## config.mk

```make
export PLATFORM = sky130hd
export DESIGN_NAME = instr_decoder_seq_flat
export DESIGN_NICKNAME = d
export VERILOG_FILES = /design/src/rtl/instr_decoder_seq_pkg.sv /design/src/rtl/instr_decoder_seq_if.sv /design/src/rtl/instr_decoder_seq_watchdog.sv /design/src/rtl/instr_decoder_seq.sv /design/src/flat_wrapper.sv
export SDC_FILE = /design/constraint.sdc
export NUM_CORES = 1
export LEC_CHECK = 0
export CAP_MARGIN = 30
export CORE_MARGIN = 2
export CORE_UTILIZATION = 50
export CTS_CLUSTER_DIAMETER = 30
export DETAILED_ROUTE_END_ITERATION = 7
export DONT_BUFFER_PORTS = 1
export SKIP_CTS_REPAIR_TIMING = 1
export SLEW_MARGIN = 0
export SYNTH_ARGS = -nofsm -noshare
export SYNTH_HDL_FRONTEND = slang
export SYNTH_HIERARCHICAL = 1
export SYNTH_SLANG_ARGS = --single-unit
```

## constraint.sdc

```tcl
create_clock -name clk -period 2.2 [get_ports clk]
set_clock_uncertainty 0.2 [all_clocks]
set_input_delay 0.33 -clock clk [delete_from_list [all_inputs] [get_ports clk]]
set_output_delay 0.33 -clock clk [all_outputs]
set_load 0.005 [all_outputs]
```

## src/rtl/instr_decoder_seq_pkg.sv

```systemverilog
// ---------------------------------------------------------------------------
// decoder_pkg
// Shared definitions for the instruction decoder and its watchdog:
//   - opcode values (ADD..STORE)
//   - execution class enum and the opcode -> class mapping
//   - decoder FSM state enum
// Optional build macro affecting users of this package: DECODER_SIGN_EXT_IMM_EN
// (selects sign- vs zero-extension of the immediate in instr_decoder_seq).
// ---------------------------------------------------------------------------
package decoder_pkg;

  localparam int unsigned OP_ADD   = 0;
  localparam int unsigned OP_SUB   = 1;
  localparam int unsigned OP_NOT   = 2;
  localparam int unsigned OP_AND   = 3;
  localparam int unsigned OP_OR    = 4;
  localparam int unsigned OP_XOR   = 5;
  localparam int unsigned OP_XNOR  = 6;
  localparam int unsigned OP_ADDI  = 7;
  localparam int unsigned OP_SUBI  = 8;
  localparam int unsigned OP_MOVI  = 9;
  localparam int unsigned OP_MOV   = 10;
  localparam int unsigned OP_LOAD  = 11;
  localparam int unsigned OP_STORE = 12;

  typedef enum logic [1:0] {
    CLS_ALU,
    CLS_MOV,
    CLS_LDST,
    CLS_ILLEGAL
  } cls_e;

  typedef enum logic [1:0] {
    IDLE,
    DECODE,
    ISSUE
  } state_e;

  // Opcode is passed zero-extended so the mapping is independent of OPC_W;
  // anything outside the defined set (13 and up) is illegal.
  function automatic cls_e opcode_class(input logic [31:0] opc);
    cls_e cls;
    case (opc)
      OP_ADD, OP_SUB, OP_NOT, OP_AND, OP_OR,
      OP_XOR, OP_XNOR, OP_ADDI, OP_SUBI: cls = CLS_ALU;
      OP_MOVI, OP_MOV:                   cls = CLS_MOV;
      OP_LOAD, OP_STORE:                 cls = CLS_LDST;
      default:                           cls = CLS_ILLEGAL;
    endcase
    return cls;
  endfunction

endpackage

```

## src/rtl/instr_decoder_seq_if.sv

```systemverilog
// ---------------------------------------------------------------------------
// instr_decoder_seq_if
// Groups the fetch-side, execution-side and register-file-index signals of
// the instruction decoder.
//   master : fetch/execution side (drives flush, ir_load, instr, sel_i,
//            sel_j, imm_oe, exec_done; observes decoder outputs)
//   slave  : the decoder itself
// ---------------------------------------------------------------------------
interface instr_decoder_seq_if #(
  parameter int INSTR_W = 16,
  parameter int OPC_W   = 4,
  parameter int IDX_W   = 6,
  parameter int BUS_W   = 16
);

  logic               flush;
  logic               ir_load;
  logic [INSTR_W-1:0] instr;
  logic               ready;
  logic               sel_i;
  logic               sel_j;
  logic               imm_oe;
  logic               exec_done;
  logic [OPC_W-1:0]   opcode;
  logic [IDX_W-1:0]   index;
  logic               alu_str;
  logic               mov_str;
  logic               ldst_str;
  logic [BUS_W-1:0]   imm_out;
  logic               bus_oe;
  logic               illegal;
  logic               timeout;

  modport master (
    output flush, ir_load, instr, sel_i, sel_j, imm_oe, exec_done,
    input  ready, opcode, index, alu_str, mov_str, ldst_str,
           imm_out, bus_oe, illegal, timeout
  );

  modport slave (
    input  flush, ir_load, instr, sel_i, sel_j, imm_oe, exec_done,
    output ready, opcode, index, alu_str, mov_str, ldst_str,
           imm_out, bus_oe, illegal, timeout
  );

endinterface

```

## src/rtl/instr_decoder_seq_watchdog.sv

```systemverilog
// ---------------------------------------------------------------------------
// decoder_watchdog
// Counts cycles while enabled and flags expiry on the TIMEOUT-th enabled
// cycle. TIMEOUT = 0 disables expiry entirely.
// Ports:
//   clk      clock, rising edge
//   reset    asynchronous, active-high
//   clr_i    synchronous clear (dominates en_i)
//   en_i     count enable (unit busy)
//   expire_o combinational: high during the TIMEOUT-th enabled cycle
// ---------------------------------------------------------------------------
module decoder_watchdog #(
  parameter int unsigned TIMEOUT = 0
) (
  input  logic clk,
  input  logic reset,
  input  logic clr_i,
  input  logic en_i,
  output logic expire_o
);

  localparam int unsigned CNT_W = (TIMEOUT > 1) ? $clog2(TIMEOUT) : 1;
  // Count value seen during the last allowed cycle.
  localparam logic [CNT_W-1:0] TC = (TIMEOUT > 0) ? CNT_W'(TIMEOUT - 1) : '0;

  logic [CNT_W-1:0] cnt_q;

  always_ff @(posedge clk or posedge reset) begin
    if (reset) begin
      cnt_q <= '0;
    end else if (clr_i) begin
      cnt_q <= '0;
    end else if (en_i && (cnt_q != TC)) begin
      cnt_q <= cnt_q + 1'b1;
    end
  end

  assign expire_o = (TIMEOUT != 0) && en_i && (cnt_q == TC);

endmodule

```

## src/rtl/instr_decoder_seq.sv

```systemverilog
// ---------------------------------------------------------------------------
// instr_decoder_seq
// Latches an instruction on ir_load, classifies its opcode and holds a level
// start strobe to the ALU / MOV / LOAD-STORE unit until exec_done (or a
// watchdog abort). Also provides a registered operand index, an extended
// immediate for bus drive and illegal-opcode detection.
//
// Build macro: DECODER_SIGN_EXT_IMM_EN -- when defined imm_out is the
// immediate sign-extended from bit IMM_W-1, otherwise zero-extended.
//
// Ports:
//   clk    clock, rising edge
//   reset  asynchronous, active-high
//   dec    instr_decoder_seq_if.slave:
//     in : flush, ir_load, instr, sel_i, sel_j, imm_oe, exec_done
//     out: ready, opcode, index, alu_str, mov_str, ldst_str,
//          imm_out, bus_oe (enable for an external tri-state), illegal,
//          timeout
//
// state  | meaning
// IDLE   | waiting for ir_load; ready high
// DECODE | one cycle: classify ir_q, raise one strobe or drop illegal
// ISSUE  | strobe held until exec_done or watchdog expiry
// ---------------------------------------------------------------------------
module instr_decoder_seq
  import decoder_pkg::*;
#(
  parameter int          INSTR_W = 16,
  parameter int          OPC_W   = 4,
  parameter int          IDX_W   = 6,
  parameter int          IMM_W   = 6,
  parameter int          BUS_W   = 16,
  parameter int unsigned TIMEOUT = 0
) (
  input logic               clk,
  input logic               reset,
  instr_decoder_seq_if.slave dec
);

  if ((OPC_W + 2 * IDX_W > INSTR_W) || (IMM_W > BUS_W)) begin : g_param_check
    $error("instr_decoder_seq: field widths do not fit INSTR_W/BUS_W");
  end

  state_e             state_q;
  logic [INSTR_W-1:0] ir_q;
  logic [IDX_W-1:0]   index_q;
  logic [IDX_W-1:0]   index_d;
  logic               alu_q;
  logic               mov_q;
  logic               ldst_q;
  logic               illegal_q;
  logic               timeout_q;
  logic [BUS_W-1:0]   imm_ext;
  logic [IMM_W-1:0]   imm;
  cls_e               load_cls;
  cls_e               dec_cls;
  logic               wd_expire;

  assign load_cls = opcode_class(32'(dec.instr[INSTR_W-1 -: OPC_W]));
  assign dec_cls  = opcode_class(32'(ir_q[INSTR_W-1 -: OPC_W]));

  decoder_watchdog #(.TIMEOUT(TIMEOUT)) u_watchdog (
    .clk      (clk),
    .reset    (reset),
    .clr_i    (dec.flush || (state_q != ISSUE)),
    .en_i     (state_q == ISSUE),
    .expire_o (wd_expire)
  );

  // illegal is registered at the load edge so its single-cycle pulse lines
  // up with the DECODE cycle.
  always_ff @(posedge clk or posedge reset) begin
    if (reset) begin
      state_q   <= IDLE;
      ir_q      <= '0;
      alu_q     <= 1'b0;
      mov_q     <= 1'b0;
      ldst_q    <= 1'b0;
      illegal_q <= 1'b0;
      timeout_q <= 1'b0;
    end else begin
      illegal_q <= 1'b0;
      timeout_q <= 1'b0;
      if (dec.flush) begin
        state_q <= IDLE;
        alu_q   <= 1'b0;
        mov_q   <= 1'b0;
        ldst_q  <= 1'b0;
      end else begin
        case (state_q)
          IDLE: begin
            if (dec.ir_load) begin
              ir_q      <= dec.instr;
              illegal_q <= (load_cls == CLS_ILLEGAL);
              state_q   <= DECODE;
            end
          end
          DECODE: begin
            case (dec_cls)
              CLS_ALU: begin
                alu_q   <= 1'b1;
                state_q <= ISSUE;
              end
              CLS_MOV: begin
                mov_q   <= 1'b1;
                state_q <= ISSUE;
              end
              CLS_LDST: begin
                ldst_q  <= 1'b1;
                state_q <= ISSUE;
              end
              default: state_q <= IDLE;
            endcase
          end
          ISSUE: begin
            // Completion in the expiry cycle wins over the abort.
            if (dec.exec_done) begin
              alu_q   <= 1'b0;
              mov_q   <= 1'b0;
              ldst_q  <= 1'b0;
              state_q <= IDLE;
            end else if (wd_expire) begin
              alu_q     <= 1'b0;
              mov_q     <= 1'b0;
              ldst_q    <= 1'b0;
              timeout_q <= 1'b1;
              state_q   <= IDLE;
            end
          end
          default: state_q <= IDLE;
        endcase
      end
    end
  end

  // Index selection reads the latched instruction, never the live bus.
  always_comb begin
    index_d = index_q;
    if (dec.flush) begin
      index_d = '0;
    end else if (dec.sel_i) begin
      index_d = ir_q[INSTR_W-OPC_W-1 -: IDX_W];
    end else if (dec.sel_j) begin
      index_d = ir_q[IDX_W-1:0];
    end
  end

  always_ff @(posedge clk or posedge reset) begin
    if (reset) begin
      index_q <= '0;
    end else begin
      index_q <= index_d;
    end
  end

  assign imm = ir_q[IMM_W-1:0];

  always_comb begin
    imm_ext = '0;
    imm_ext[IMM_W-1:0] = imm;
`ifdef DECODER_SIGN_EXT_IMM_EN
    for (int b = IMM_W; b < BUS_W; b++) begin
      imm_ext[b] = imm[IMM_W-1];
    end
`endif
  end

  assign dec.ready    = (state_q == IDLE);
  assign dec.opcode   = ir_q[INSTR_W-1 -: OPC_W];
  assign dec.index    = index_q;
  assign dec.alu_str  = alu_q;
  assign dec.mov_str  = mov_q;
  assign dec.ldst_str = ldst_q;
  assign dec.imm_out  = imm_ext;
  assign dec.bus_oe   = dec.imm_oe && (state_q == ISSUE);
  assign dec.illegal  = illegal_q;
  assign dec.timeout  = timeout_q;

endmodule

```

## src/flat_wrapper.sv

```systemverilog
// flat-port wrapper written by rule: the top's interface ports become plain ports
module instr_decoder_seq_flat import decoder_pkg::*;
#(
  parameter int          INSTR_W = 16,
  parameter int          OPC_W   = 4,
  parameter int          IDX_W   = 6,
  parameter int          IMM_W   = 6,
  parameter int          BUS_W   = 16,
  parameter int unsigned TIMEOUT = 0
)
  (clk, reset, dec_flush, dec_ir_load, dec_instr, dec_sel_i, dec_sel_j, dec_imm_oe, dec_exec_done, dec_ready, dec_opcode, dec_index, dec_alu_str, dec_mov_str, dec_ldst_str, dec_imm_out, dec_bus_oe, dec_illegal, dec_timeout);
  instr_decoder_seq_if #(.INSTR_W(INSTR_W), .OPC_W(OPC_W), .IDX_W(IDX_W), .BUS_W(BUS_W)) dec_i ();
  input logic clk;
  input logic reset;
  input wire logic [$bits(dec_i.flush)-1:0] dec_flush;
  input wire logic [$bits(dec_i.ir_load)-1:0] dec_ir_load;
  input wire logic [$bits(dec_i.instr)-1:0] dec_instr;
  input wire logic [$bits(dec_i.sel_i)-1:0] dec_sel_i;
  input wire logic [$bits(dec_i.sel_j)-1:0] dec_sel_j;
  input wire logic [$bits(dec_i.imm_oe)-1:0] dec_imm_oe;
  input wire logic [$bits(dec_i.exec_done)-1:0] dec_exec_done;
  output wire logic [$bits(dec_i.ready)-1:0] dec_ready;
  output wire logic [$bits(dec_i.opcode)-1:0] dec_opcode;
  output wire logic [$bits(dec_i.index)-1:0] dec_index;
  output wire logic [$bits(dec_i.alu_str)-1:0] dec_alu_str;
  output wire logic [$bits(dec_i.mov_str)-1:0] dec_mov_str;
  output wire logic [$bits(dec_i.ldst_str)-1:0] dec_ldst_str;
  output wire logic [$bits(dec_i.imm_out)-1:0] dec_imm_out;
  output wire logic [$bits(dec_i.bus_oe)-1:0] dec_bus_oe;
  output wire logic [$bits(dec_i.illegal)-1:0] dec_illegal;
  output wire logic [$bits(dec_i.timeout)-1:0] dec_timeout;
  assign dec_i.flush = dec_flush;
  assign dec_i.ir_load = dec_ir_load;
  assign dec_i.instr = dec_instr;
  assign dec_i.sel_i = dec_sel_i;
  assign dec_i.sel_j = dec_sel_j;
  assign dec_i.imm_oe = dec_imm_oe;
  assign dec_i.exec_done = dec_exec_done;
  assign dec_ready = dec_i.ready;
  assign dec_opcode = dec_i.opcode;
  assign dec_index = dec_i.index;
  assign dec_alu_str = dec_i.alu_str;
  assign dec_mov_str = dec_i.mov_str;
  assign dec_ldst_str = dec_i.ldst_str;
  assign dec_imm_out = dec_i.imm_out;
  assign dec_bus_oe = dec_i.bus_oe;
  assign dec_illegal = dec_i.illegal;
  assign dec_timeout = dec_i.timeout;
  instr_decoder_seq #(.INSTR_W(INSTR_W), .OPC_W(OPC_W), .IDX_W(IDX_W), .IMM_W(IMM_W), .BUS_W(BUS_W), .TIMEOUT(TIMEOUT)) u_core (.clk(clk), .reset(reset), .dec(dec_i));
endmodule
```

==> reports/metrics.yaml, run 1 <==
run_status:
  outcome: "complete, but fails checks"
  violations: "design-rule violations"
detailed_routing:
  via_count: 920
  routed_wl_mm: 2.793
  viasPerCell: 5.227
  drc: 6
  antenna_left: 0
  drt_iter0_drc: 39
  dr.pass1.iters: 6
  wire_per_inst_um: 15.87
pwr:
  peakVddDrop_v: 0.0003799
  power_mw: 1.228
  power.density_nw_per_um2: 732.6
  p_leak_nw: 0.7954
clocking:
  clock_latency_ps: 330
  cts_buffers: 5
  cts_root_buffer: "clkbuf_4"
  cts_tree: "yes"
  cts_sinks: 29
  htreeDepth: 2
  clk_pin_slew_ps: 90
  clock_path_buffers: 2
logic_synthesis:
  synthArstFlopShare: 1.000
  synth_top_family_by_area: "multiplexers"
  synth_compound_area_frac: 0.03990
  synth_seq_area_share: 0.4821
  synthesis.area_um2: 1505
  ys.warnings.count: 6
  synth_edf_count: 0
  synth_xor_area_frac: 0
  yosysUniqueCellTypes: 27
  synthesis.instances: 130
  synthMuxAreaShare: 0.1962
  synth-seq-cells: 29
  synthSimpleGateAreaFrac: 0.1031
  ys.flop_type: "dfrtp_1"
  synth_area_per_cell_um2: 11.58
  synthAdderAreaFrac: 0.03325
layout:
  nNetsFinal: 172
  area_growth_pct: 11.39
  drive_gt1_frac: 0.2207
  antennaDiodeCount: 0
die:
  num_io_pins: 57
  die_h_um: 58.87
  die_x_um: 58.87
  rows: 19
  core-area_um2: 2805
  die_area_um2: 3465
  start_util: 0.5366
setup_path:
  worstSetupPathType: "flip-flop to flip-flop"
  required_ps: 2210
  critPathCaptureType: "flip-flop"
  critPathArrivalTime_ps: 1760
  crit_path_start_kind: "flip-flop"
  critPathMaxFanout: 3
timing:
  rsz0062_at_grt: "no"
  hold_viol: 0
  tns_ps: 0
  fin_crit_sh: 0.7944
  fin_crit_ps: 1748
  slew_headroom: 0.5513
  fmax_ghz: 0.5722
  setup_violations: 0
  final_max_slew_viol_count: 0
  worst_slew_pin_slew_ps: 672.2
global_routing:
  met1_usage: 0.2097
  antenna_found_initial: 0
  use_met2: 0.2460
  grt_pass1_wl_mm: 4.229
  top_usage_layer: "met2"
  grtUsageTotal: 0.1711
  first_global_vias: 888
  overflow: 0
  met3_usage: 0.1011
  grt_start_max_net_pins: 19
placement:
  hpwl_mm: 1.953
  portBuffers: 0
  place_congestion: 0.8616
flow_run:
  cap_violations: 0
hold_path:
  hold_path.class: "input port to flip-flop"
cell type report:
class | instances | area, um^2
multi-input cells | 77 | 601.8
flip-flops and latches | 29 | 725.7
inverters | 7 | 26.28
clock inverters | 2 | 10.01
fillers | 240 | 1129
well taps | 31 | 38.79
clock buffers | 6 | 41.29
repair buffers | 24 | 232.7
through the flow:
| step | utilization | hold slack [ps] | setup slack (ps) | std cells | instance area (um^2) |
|---|---|---|---|---|---|
| 2_1_floorplan | - | 208.1 | 638.2 | 139 | 1539 |
| 3_3_place_gp | 0.5045 | 150.1 | 575.1 | 147 | 1415 |
| 3_5_place_dp | 0.5045 | 156.2 | 555.3 | 147 | 1415 |
| 4_1_cts | 0.5227 | -210.3 | 453.2 | 155 | 1466 |
| 5_1_grt | 0.5977 | 0.6789 | 377.5 | 176 | 1677 |
| 6_report | 0.5977 | 26.25 | 452.3 | 176 | 1677 |
critical path, stage by stage (launching register included):
cell	delay (ps)
dfrtp_1	420
mux2_2	270
mux2i_1	120
nor2_1	60
dlygate4sd3_1	570
routing by layer:
| layer | part of all wire | vias to the layer above | routed length [um] |
|---|---|---|---|
| li1 | - | 433 | - |
| met1 | 0.43 | 443 | 1196 |
| met2 | 0.47 | 42 | 1318 |
| met3 | 0.095 | 2 | 264 |
| met4 | 0.0050 | 0 | 14 |
| met5 | 0 | - | 0 |
cell families (layout without fill, tap and decap cells):
| logic type | Yosys count | after routing |
|---|---|---|
| simple gates | 26 | 26 |
| mux | 27 | 27 |
| other cells | 2 | 11 |
| flops | 29 | 29 |
| buf+inv | 33 | 39 |
| fa+ha+maj | 4 | 4 |
| compound gates | 9 | 9 |
final timing paths:
| kind | startpoint | end | slack, ps | cells after the start |
|---|---|---|---|---|
| setup / recovery | u_core/ir_q[4] | u_core/dec.index[4] | 450 | 4 |
| hold / removal | dec_flush | u_core/state_q[1] | 30 | 2 |
| setup reg to reg | u_core/ir_q[4] | u_core/dec.index[4] | 450 | 4 |
| hold reg to reg | u_core/ir_q[9] | u_core/ir_q[9] | 320 | 1 |
| max in group asynchronous | reset | u_core/dec.index[2] | 850 | 3 |
| min in group asynchronous | reset | u_core/dec.timeout | 330 | 2 |
synth_stat cells, types with 2 or more instances:
cell / count / area, um^2
mux2_2: 20 / 225.2
clkbuf_1: 2 / 7.510
buf_4: 23 / 172.7
nand2_1: 4 / 15.01
o21ai_0: 3 / 15.01
inv_1: 7 / 26.28
mux2i_1: 7 / 70.07
nor3b_1: 3 / 22.52
nor2_1: 10 / 37.54
dfrtp_1: 29 / 725.7
ha_1: 4 / 50.05
a31oi_1: 2 / 12.51
conb_1: 2 / 7.510
cell usage in the layout (no fill, tap or decap):
master,netlist,layout
dfrtp_1,29,29
nand2_1,4,4
clkinv_2,0,2
clkbuf_4,0,5
and2b_1,1,1
nor2_1,10,10
o21ai_0,3,3
nor3_1,1,1
nor3b_1,3,3
ha_1,4,4
nor4b_1,1,1
conb_1,2,11
nand2b_1,1,1
and4b_1,1,1
and2_1,1,1
a211oi_1,1,1
mux2_2,20,20
o32ai_1,1,1
or2_2,1,1
dlygate4sd3_1,0,21
a21o_1,1,1
buf_4,23,3
and3_1,1,1
nor4b_4,1,1
a31oi_1,2,2
mux2i_1,7,7
clkbuf_1,2,1
a221oi_1,1,1
inv_1,7,7
flip-flops by register name, indices dropped and copies added (netlist names):
signal / flops
u_core/dec.illegal: 1
u_core/ir_q: 16
u_core/dec.index: 6
u_core/dec.alu_str: 1
u_core/dec.timeout: 1
u_core/dec.mov_str: 1
u_core/dec.ldst_str: 1
u_core/state_q: 2
where the power goes:
part | leakage, nW | internal (mW) | total [mW] | switching [mW]
registers | 0.364 | 0.616 | 0.692 | 0.0769
clock network | 0.0320 | 0.121 | 0.302 | 0.181
logic | 0.400 | 0.139 | 0.234 | 0.0950
total | 0.795 | 0.875 | 1.23 | 0.353
No activity file was read; power rests on OpenSTA's default activity.
==> run 2, diff against run 1 <==
PLACE_DENSITY = 0.68   (was not set)
clock period = 1.5 ns   (was 2.2 ns; I/O delays follow)
==> run 2 against run 1 <==
Net effect:
- the flow finishes with violations (design-rule violations, negative hold slack, negative setup slack)
- combinational power is 130% higher
- sequential share of layout area down 5.3 points
- design area rose by 14%
- fmax is 4.3% higher
- final cell count up 6.3%
- count of clock-buffer cells in the layout unchanged
- critical path depth rose by 1
- via count grew 7.5%
- die area is the same
- critical endpoint is now u_core/ir_q[1]
- largest power group unchanged
==> reports/metrics.yaml, run 2 (synthesis results as in run 1) <==
setup_path:
  critPathMaxFanout: 7
  startpoint: "u_core/state_q[0]"
  critPathCaptureType: "flip-flop"
  rrSetupSlack_ps: -180
  required_ps: 1510
  regToRegStartpoint: "u_core/state_q[0]"
  critPathArrivalTime_ps: 1690
  crit_path_end: "u_core/ir_q[1]"
  worstSetupPathType: "flip-flop to flip-flop"
  rr_endpoint: "u_core/ir_q[1]"
  r2r_cells: 5
  crit_path_start_kind: "flip-flop"
detailed_routing:
  antenna_left: 0
  drt_iter0_drc: 21
  routed_wl_mm: 3.063
  via_count: 989
  wire_per_inst_um: 16.38
  drc: 6
  dr.pass1.iters: 6
  viasPerCell: 5.289
timing:
  finalWorstSetupSlack_ps: -176.3
  hold_viol: 3
  final_max_slew_viol_count: 0
  timing.hold.ws_ps: -6.008
  rsz0062_at_grt: "yes"
  fmax_ghz: 0.5966
  fin_crit_sh: 1.118
  tns_ps: -2502
  fin_crit_ps: 1676
  setup_violations: 19
layout:
  area_growth_pct: 27.02
  largest_reg_flops: 16
  drive_gt1_frac: 0.3397
  final_cell_mix: "dfrtp_1 (28), dlygate4sd3_1 (21), mux2_4 (12)"
  fill_cells: 233
  nNetsFinal: 183
  antennaDiodeCount: 0
  fin_area_um2: 1912
  layout.cells.non_filler: 187
  regMostFlops: "u_core/ir_q"
  layout.cells.most_common: "dfrtp_1"
pwr:
  peakVddDrop_v: 0.0006157
  p_leak_nw: 0.9210
  power.density_nw_per_um2: 1041
run_status:
  violations: "design-rule violations, negative hold slack, negative setup slack"
  outcome: "complete, but fails checks"
clocking:
  cts_sinks: 29
  htreeDepth: 2
  cts_tree: "yes"
  clk_pin_slew_ps: 90
  clock_latency_ps: 330
  clock_path_buffers: 2
  cts_buffers: 5
  cts_root_buffer: "clkbuf_4"
placement:
  place_congestion: 0.7509
  dpl.cell_count: 152
  portBuffers: 0
  hpwl_mm: 1.864
  dpl_cell_area_um2: 1493
die:
  rows: 19
  die_h_um: 58.87
  start_util: 0.5366
  core-area_um2: 2805
  num_io_pins: 57
  die_x_um: 58.87
  die_area_um2: 3465
global_routing:
  overflow: 0
  antenna_found_initial: 0
  grt_pass1_wl_mm: 4.133
  first_global_vias: 882
  grt_start_max_net_pins: 30
  grtUsageTotal: 0.1630
hold_path:
  hold_path.class: "input port to flip-flop"
flow_run:
  cap_violations: 0
==> run 2: changes by cell type in the layout (fill, tap and decap cells not counted), sizes merged <==
cell,delta
clkbuf,+1
buf,+10
==> run 2: metrics by stage <==
stage | setup slack [ps] | util | total power [mW]
2_1_floorplan | -40.75 | - | 1.385
3_3_place_gp | -52.52 | 0.5321 | 1.366
3_5_place_dp | -85.19 | 0.5321 | 1.384
4_1_cts | -219.9 | 0.5504 | 1.830
5_1_grt | -223.1 | 0.6815 | 2.107
6_report | -176.3 | 0.6815 | 1.990
==> run 2: power breakdown <==
group / internal [mW] / switching, mW
sequential: 0.903 / 0.110
combinational: 0.330 / 0.206
clock: 0.178 / 0.263
total: 1.41 / 0.579
==> run 2: metal layers <==
metal / GRT usage / routed length (um)
met1: 0.1873 / 1258
met2: 0.2540 / 1545
met3: 0.09231 / 211
met4: 0.05844 / 47
met5: 0 / 0
==> run 2: worst min path at each step <==
| stage | startpoint | end | slack (ps) | depth (start not counted) |
|---|---|---|---|---|
| global placement | reset | u_core/dec.illegal | 6 | 2 |
| global route | dec_sel_j | u_core/dec.index[5] | 8 | 3 |
| finish | dec_sel_j | u_core/dec.index[5] | -6 | 3 |
| CTS | reset | u_core/ir_q[9] | -360 | 2 |
| floorplan | reset | u_core/dec.alu_str | 100 | 1 |
| detailed placement | reset | u_core/dec.illegal | 9 | 2 |
==> run 2: area by class of cell <==
type / instances / area, um^2 / share of cell area
Clock buffer: 6 / 41.29 / 0.02160
Clock inverter: 2 / 10.01 / 0.005236
Inverter: 7 / 28.78 / 0.01505
Multi-Input combinational cell: 77 / 705.7 / 0.3691
Sequential cell: 29 / 726.9 / 0.3802
Tap cell: 31 / 38.79 / 0.02029
Timing Repair Buffer: 35 / 360.3 / 0.1885
==> run 2: critical path, stage by stage, from the launching register on <==
cell and delay [ps]:
dfrtp_1 400, buf_4 150, nor4b_4 190, buf_4 170, clkbuf_16 160, mux2_4 300
